===== config.mk =====
export PLATFORM = sky130hd
export DESIGN_NAME = float64_mul_arbiter_flat
export DESIGN_NICKNAME = d
export VERILOG_FILES = /design/src/rtl/float64_mul_arbiter_pkg.sv /design/src/rtl/float64_mul_arbiter_if.sv /design/src/rtl/float64_mul_arbiter_rr_pick.sv /design/src/rtl/float64_mul_arbiter.sv /design/src/flat_wrapper.sv
export SDC_FILE = /design/constraint.sdc
export NUM_CORES = 1
export LEC_CHECK = 0
export CORE_AREA = 2 2 323 325
export DETAILED_ROUTE_END_ITERATION = 6
export DIE_AREA = 0 0 325 327
export PLACE_DENSITY_LB_ADDON = 0.3
export SLEW_MARGIN = 10
export SYNTH_ARGS = -nofsm -noshare
export SYNTH_HDL_FRONTEND = slang
export SYNTH_HIERARCHICAL = 1
export SYNTH_SLANG_ARGS = --single-unit

===== constraint.sdc =====
create_clock -name ap_clk -period 11.1 [get_ports ap_clk]
set_input_delay 2.22 -clock ap_clk [delete_from_list [all_inputs] [get_ports ap_clk]]
set_output_delay 2.22 -clock ap_clk [all_outputs]
set_load 0.02 [all_outputs]

===== src/rtl/float64_mul_arbiter_pkg.sv =====
// Shared types and defaults for the float64_mul round-robin arbiter.
// The FSM state encoding is one-hot so that each state flop is directly an output decode.
package float64_mul_arbiter_pkg;

    localparam int unsigned NREQ_DEF = 4;
    localparam int unsigned NREQ_MAX = 8;
    localparam int unsigned DW_DEF   = 64;
    localparam int unsigned CNTW_DEF = 32;

    typedef enum logic [3:0] {
        ST_IDLE  = 4'b0001,
        ST_START = 4'b0010,
        ST_WAIT  = 4'b0100,
        ST_RESP  = 4'b1000
    } state_e;

endpackage


===== src/rtl/float64_mul_arbiter_if.sv =====
// Requester, core and status signals of the float64_mul arbiter.
// The master modport is the arbiter's view; slave is the surrounding environment.
interface float64_mul_arbiter_if #(
    parameter int unsigned NREQ = 4,
    parameter int unsigned DW   = 64,
    parameter int unsigned CNTW = 32
);
    logic [NREQ-1:0]    req_valid;
    logic [NREQ*DW-1:0] req_a;
    logic [NREQ*DW-1:0] req_b;
    logic [NREQ-1:0]    req_ready;
    logic [NREQ-1:0]    rsp_valid;
    logic [NREQ-1:0]    rsp_ready;
    logic [DW-1:0]      rsp_data;
    logic               mul_ap_start;
    logic [DW-1:0]      mul_a;
    logic [DW-1:0]      mul_b;
    logic               mul_ap_ready;
    logic               mul_ap_done;
    logic [DW-1:0]      mul_ap_return;
    logic               busy;
    logic [CNTW-1:0]    ops_count;

    modport master (
        input  req_valid, req_a, req_b, rsp_ready,
        input  mul_ap_ready, mul_ap_done, mul_ap_return,
        output req_ready, rsp_valid, rsp_data,
        output mul_ap_start, mul_a, mul_b, busy, ops_count
    );

    modport slave (
        output req_valid, req_a, req_b, rsp_ready,
        output mul_ap_ready, mul_ap_done, mul_ap_return,
        input  req_ready, rsp_valid, rsp_data,
        input  mul_ap_start, mul_a, mul_b, busy, ops_count
    );
endinterface


===== src/rtl/float64_mul_arbiter_rr_pick.sv =====
// Combinational round-robin picker: first set request after i_last, wrapping mod NREQ.
// The last-granted requester is scanned last, so it wins only if nobody else asks.
module float64_mul_arbiter_rr_pick #(
    parameter int unsigned NREQ = 4,
    parameter int unsigned IDXW = 2
) (
    input  logic [NREQ-1:0] i_req,
    input  logic [IDXW-1:0] i_last,
    output logic [NREQ-1:0] o_grant,
    output logic [IDXW-1:0] o_idx,
    output logic            o_any
);

    int unsigned w_pos;

    always_comb begin
        o_grant = '0;
        o_idx   = '0;
        o_any   = 1'b0;
        w_pos   = 0;
        for (int unsigned k = 1; k <= NREQ; k++) begin
            w_pos = 32'(i_last) + k;
            if (w_pos >= NREQ) begin
                w_pos = w_pos - NREQ;
            end
            if (!o_any && i_req[IDXW'(w_pos)]) begin
                o_any                 = 1'b1;
                o_idx                 = IDXW'(w_pos);
                o_grant[IDXW'(w_pos)] = 1'b1;
            end
        end
    end

endmodule


===== src/rtl/float64_mul_arbiter.sv =====
// Shares one float64_mul core among NREQ requesters with round-robin arbitration.
// One operation in flight: accept, start the core, wait for done, hand back the product.
module float64_mul_arbiter
    import float64_mul_arbiter_pkg::*;
#(
    parameter int unsigned NREQ = NREQ_DEF,
    parameter int unsigned DW   = DW_DEF,
    parameter int unsigned CNTW = CNTW_DEF
) (
    input  logic ap_clk,
    input  logic ap_rst,
    float64_mul_arbiter_if.master bus
);

    localparam int unsigned IDXW = $clog2(NREQ);

    state_e          r_state;
    logic [IDXW-1:0] r_last;
    logic [IDXW-1:0] r_grant;
    logic [NREQ-1:0] r_grant_oh;
    logic [DW-1:0]   r_mul_a;
    logic [DW-1:0]   r_mul_b;
    logic [DW-1:0]   r_result;
    logic [CNTW-1:0] r_ops;

    logic [NREQ-1:0] w_pick_oh;
    logic [IDXW-1:0] w_pick_idx;
    logic            w_pick_any;
    logic [DW-1:0]   w_sel_a;
    logic [DW-1:0]   w_sel_b;
    logic            w_rsp_take;

    float64_mul_arbiter_rr_pick #(
        .NREQ (NREQ),
        .IDXW (IDXW)
    ) u_pick (
        .i_req   (bus.req_valid),
        .i_last  (r_last),
        .o_grant (w_pick_oh),
        .o_idx   (w_pick_idx),
        .o_any   (w_pick_any)
    );

    // Operand mux for the requester the picker selected this cycle.
    always_comb begin
        w_sel_a = '0;
        w_sel_b = '0;
        for (int unsigned i = 0; i < NREQ; i++) begin
            if (w_pick_idx == IDXW'(i)) begin
                w_sel_a = bus.req_a[i*DW +: DW];
                w_sel_b = bus.req_b[i*DW +: DW];
            end
        end
    end

    // Only the granted requester's rsp_ready completes a response.
    assign w_rsp_take = |(bus.rsp_ready & r_grant_oh);

    always_ff @(posedge ap_clk) begin
        if (ap_rst) begin
            r_state    <= ST_IDLE;
            r_last     <= IDXW'(NREQ - 1);
            r_grant    <= '0;
            r_grant_oh <= '0;
            r_mul_a    <= '0;
            r_mul_b    <= '0;
            r_result   <= '0;
            r_ops      <= '0;
        end else begin
            case (r_state)
                ST_IDLE: begin
                    if (w_pick_any) begin
                        r_mul_a    <= w_sel_a;
                        r_mul_b    <= w_sel_b;
                        r_grant    <= w_pick_idx;
                        r_grant_oh <= w_pick_oh;
                        r_state    <= ST_START;
                    end
                end
                ST_START: begin
                    if (bus.mul_ap_ready) begin
                        if (bus.mul_ap_done) begin
                            r_result <= bus.mul_ap_return;
                            r_state  <= ST_RESP;
                        end else begin
                            r_state  <= ST_WAIT;
                        end
                    end
                end
                ST_WAIT: begin
                    if (bus.mul_ap_done) begin
                        r_result <= bus.mul_ap_return;
                        r_state  <= ST_RESP;
                    end
                end
                ST_RESP: begin
                    if (w_rsp_take) begin
                        r_last  <= r_grant;
                        r_ops   <= r_ops + CNTW'(1);
                        r_state <= ST_IDLE;
                    end
                end
                default: r_state <= ST_IDLE;
            endcase
        end
    end

    // Accept pulse is combinational so a requester is acknowledged in the cycle it is picked.
    assign bus.req_ready    = (r_state == ST_IDLE) ? w_pick_oh : '0;
    assign bus.rsp_valid    = (r_state == ST_RESP) ? r_grant_oh : '0;
    assign bus.rsp_data     = r_result;
    assign bus.mul_ap_start = (r_state == ST_START);
    assign bus.mul_a        = r_mul_a;
    assign bus.mul_b        = r_mul_b;
    assign bus.busy         = (r_state != ST_IDLE);
    assign bus.ops_count    = r_ops;

endmodule


===== src/flat_wrapper.sv =====
// flat-port wrapper written by rule: the top's interface ports become plain ports
module float64_mul_arbiter_flat import float64_mul_arbiter_pkg::*;
#(
    parameter int unsigned NREQ = NREQ_DEF,
    parameter int unsigned DW   = DW_DEF,
    parameter int unsigned CNTW = CNTW_DEF
)
  (ap_clk, ap_rst, bus_req_valid, bus_req_a, bus_req_b, bus_rsp_ready, bus_mul_ap_ready, bus_mul_ap_done, bus_mul_ap_return, bus_req_ready, bus_rsp_valid, bus_rsp_data, bus_mul_ap_start, bus_mul_a, bus_mul_b, bus_busy, bus_ops_count);
  float64_mul_arbiter_if #(.NREQ(NREQ), .DW(DW), .CNTW(CNTW)) bus_i ();
  input  logic ap_clk;
  input  logic ap_rst;
  input wire logic [$bits(bus_i.req_valid)-1:0] bus_req_valid;
  input wire logic [$bits(bus_i.req_a)-1:0] bus_req_a;
  input wire logic [$bits(bus_i.req_b)-1:0] bus_req_b;
  input wire logic [$bits(bus_i.rsp_ready)-1:0] bus_rsp_ready;
  input wire logic [$bits(bus_i.mul_ap_ready)-1:0] bus_mul_ap_ready;
  input wire logic [$bits(bus_i.mul_ap_done)-1:0] bus_mul_ap_done;
  input wire logic [$bits(bus_i.mul_ap_return)-1:0] bus_mul_ap_return;
  output wire logic [$bits(bus_i.req_ready)-1:0] bus_req_ready;
  output wire logic [$bits(bus_i.rsp_valid)-1:0] bus_rsp_valid;
  output wire logic [$bits(bus_i.rsp_data)-1:0] bus_rsp_data;
  output wire logic [$bits(bus_i.mul_ap_start)-1:0] bus_mul_ap_start;
  output wire logic [$bits(bus_i.mul_a)-1:0] bus_mul_a;
  output wire logic [$bits(bus_i.mul_b)-1:0] bus_mul_b;
  output wire logic [$bits(bus_i.busy)-1:0] bus_busy;
  output wire logic [$bits(bus_i.ops_count)-1:0] bus_ops_count;
  assign bus_i.req_valid = bus_req_valid;
  assign bus_i.req_a = bus_req_a;
  assign bus_i.req_b = bus_req_b;
  assign bus_i.rsp_ready = bus_rsp_ready;
  assign bus_i.mul_ap_ready = bus_mul_ap_ready;
  assign bus_i.mul_ap_done = bus_mul_ap_done;
  assign bus_i.mul_ap_return = bus_mul_ap_return;
  assign bus_req_ready = bus_i.req_ready;
  assign bus_rsp_valid = bus_i.rsp_valid;
  assign bus_rsp_data = bus_i.rsp_data;
  assign bus_mul_ap_start = bus_i.mul_ap_start;
  assign bus_mul_a = bus_i.mul_a;
  assign bus_mul_b = bus_i.mul_b;
  assign bus_busy = bus_i.busy;
  assign bus_ops_count = bus_i.ops_count;
  float64_mul_arbiter #(.NREQ(NREQ), .DW(DW), .CNTW(CNTW)) u_core (.ap_clk(ap_clk), .ap_rst(ap_rst), .bus(bus_i));
endmodule

==> results.ini <==
[run_status]
status=finished clean

[setup_path]
crit_required_ns=8.88
path_buf_inv=2
r2r_slack_ns=6.03
path_delay_family=buffers and inverters
critPathMaxFanout=16
critPathCaptureType=primary output
cpMaxStageDelayCell=mux4_2
critPathLaunchType=input pin
worstSetupPathType=input pin to primary output
crit_end=bus_req_ready[2]
crit_chain=clkdlybuf4s50_1 -> mux4_2 -> or3_1 -> a21oi_1 -> a2111o_1 -> and2_1 -> clkdlybuf4s50_1
ff2ff_path_depth=10
worstSetupPathDepth=7
r2r-end=u_core/bus.mul_b[52]
cpMostUsedCell=clkdlybuf4s50_1
slowest_delay_ns=0.71
worstReg2RegStart=u_core/r_last[0]
arrival_ns=5.05
crit_start=bus_req_valid[0]

[global_routing]
grt_pass1_wl_mm=105
grt_usage=0.141
overflow=0
grt_pass1_vias=13500
antenna_found_initial=56
grt_max_degree=115

[layout]
instances_no_fill=3500
drive_gt1_frac=0.0995
fin_area_mm2=0.0229
final_common_cell=clkdlybuf4s50_1
syn2layout_area_growth_pct=88.2
finalNetCount=2676
final_cell_mix=clkdlybuf4s50_1, nand2_1, dfxtp_1
nFillCells=11400

[synthesis]
yosysSeqAreaShare=0.388
syn_area_mm2=0.0122
synth_edf_count=0
synthFlopType=dfxtp_1
synth.net_count=1914
avgSynthCellArea_um2=9.25
synth-seq-cells=236
synth_cells=1317
synth_warnings=6
ys_types=51
async_flop_share=0

[drt]
dr.pass1.iters=5
drt.antenna.violating_nets=0
dr_wl_met3_mm=9.97
drt_iter0_drc=668
wire_per_inst_um=22.4
topRoutingLayerUsed=met5
viasPerCell=3.79
met1_length_mm=26.9
wl_met2_mm=38.7
drt_wl_total_mm=78.3
vias=13300
drc_errors=0

[timing]
tns_ns=0
whs_ns=0.450
final_max_slew_viol_count=0
max_freq_mhz=138
slew_headroom=0.287
setup_violations=0
hold_violations=0
fin_skew_ns=0.0149
tightest_slew_ns=1.07
min_period_over_period=0.655
rsz0062_at_grt=no
post-route-min-period_ns=7.27

[clocking]
clock_path_buffers=3
root_buffer=clkbuf_16
postCtsHoldBufs=0
cts.sinks=236
post_cts_buffers=0
cts_max_level=2
tritoncts=yes
post_cts_resized=0
cts_buffers=34
path_clk_slew_ns=0.05
clkLatencyLatePin_ns=0.56

[placement]
gp_congestion=0.818
dpl.hpwl_mm=63.3
io_buffers=821
dpl_cell_area_mm2=0.0219
dp_cells=3423

[run]
maxCapViolations=0

[die]
die_x_um=325
core_mm2=0.103
rows=118
io_pins=822
start_util=0.118
dieArea_mm2=0.106
dieHeight_um=327

[power]
power.density_mw_per_mm2=143
total_leakage_power_nw=7.65
peakVddDrop_v=0.0000814

[hold_path]
hp-class=flip-flop to flip-flop

==> routing by layer <==
metal	global-route usage	vias to the layer above
met5	0	-
met4	0.0661	26
met3	0.0823	139
met2	0.239	567
met1	0.139	6337
li1	-	6206
==> power breakdown <==
part	internal [W]	switching, W
combinational	0.000548	0.000642
clock	0.000616	0.000445
sequential	0.000964	0.0000715
==> state kept, by name, summed over array words and instances (netlist names) <==
signal,flops
u_core/bus.mul_a,64
u_core/bus.mul_b,64
u_core/bus.rsp_data,64
u_core/bus.ops_count,32
u_core/r_grant_oh,4
u_core/r_state,4
u_core/r_grant,2
u_core/r_last,2
==> worst min path at each step <==
stage	startpoint	endpoint	slack, ns	cells past startpoint
final	u_core/bus.rsp_data[30]	u_core/bus.rsp_data[30]	0.45	2
after global routing	u_core/bus.mul_a[18]	u_core/bus.mul_a[18]	0.47	2
after CTS	u_core/bus.rsp_data[34]	u_core/bus.rsp_data[34]	0.45	2
after detailed placement	u_core/bus.rsp_data[34]	u_core/bus.rsp_data[34]	0.45	2
after global placement	u_core/bus.mul_a[14]	u_core/bus.mul_a[14]	0.44	2
after floorplan	u_core/r_grant[0]	u_core/r_grant[0]	0.44	2
==> cell type report <==
cell class | instances | area (µm²) | share of cell area
Sequential cell | 236 | 4720 | 0.206
Antenna cell | 20 | 50.0 | 0.00218
Inverter | 14 | 52.6 | 0.00229
Timing Repair Buffer | 836 | 8360 | 0.364
Tap cell | 1380 | 1730 | 0.0753
Multi-Input combinational cell | 957 | 6990 | 0.305
Clock inverter | 9 | 92.6 | 0.00404
Clock buffer | 48 | 943 | 0.0411
==> Yosys cell counts (all sizes together) (2+ instances only) <==
master  count  area share
nand2     416        0.13
dfxtp     236        0.39
a21oi     207       0.085
mux4      130        0.24
clkbuf     74       0.023
nor2       41       0.013
buf        36       0.016
xor2       27       0.019
nand4      22       0.011
nand3      17      0.0070
inv        14      0.0043
and2       13      0.0067
ha          9      0.0092
mux2i       6      0.0049
o21ai       6      0.0025
a211oi      5      0.0045
a31oi       5      0.0026
and3        5      0.0026
or3         5      0.0026
a2111o      4      0.0037
nand2b      4      0.0021
o31ai       4      0.0025
xnor2       4      0.0029
nor4        3      0.0021
a22oi       2      0.0012
and4        2      0.0014
nand3b      2      0.0012
nor3        2     0.00082
o22ai       2      0.0010
==> worst reg2reg max path: cells and delay by family, from the launching register on <==
family                   cells  cell delay [ns]
adder cells (fa/ha/maj)      1             0.57
AND/OR/NAND/NOR              1             0.10
multiplexers                 1             1.04
flip-flops                   1             0.93
buffers and inverters        4             1.57
AO/OA/AOI/OAI                3             0.70
==> metrics by stage <==
| stage | power (W) | setup slack, ns | util |
|---|---|---|---|
| 6_report | 0.00329 | 3.83 | 0.223 |
| 5_1_grt | 0.00349 | 3.69 | 0.223 |
| 4_1_cts | 0.00338 | 3.81 | 0.222 |
| 3_5_place_dp | 0.00227 | 3.82 | 0.212 |
| 3_3_place_gp | 0.00227 | 3.82 | 0.212 |
| 2_1_floorplan | 0.00159 | 5.13 | - |
==> logic make-up after synthesis <==
group	Yosys count	share of synthesized area
buffers and inverters	124	0.0427
adder cells (fa/ha/maj)	9	0.00924
AO/OA/AOI/OAI	242	0.108
flip-flops	236	0.388
AND/OR/NAND/NOR	538	0.184
multiplexers	137	0.246
XOR/XNOR	31	0.0223
Note: power is estimated with default switching activity, not from simulation.
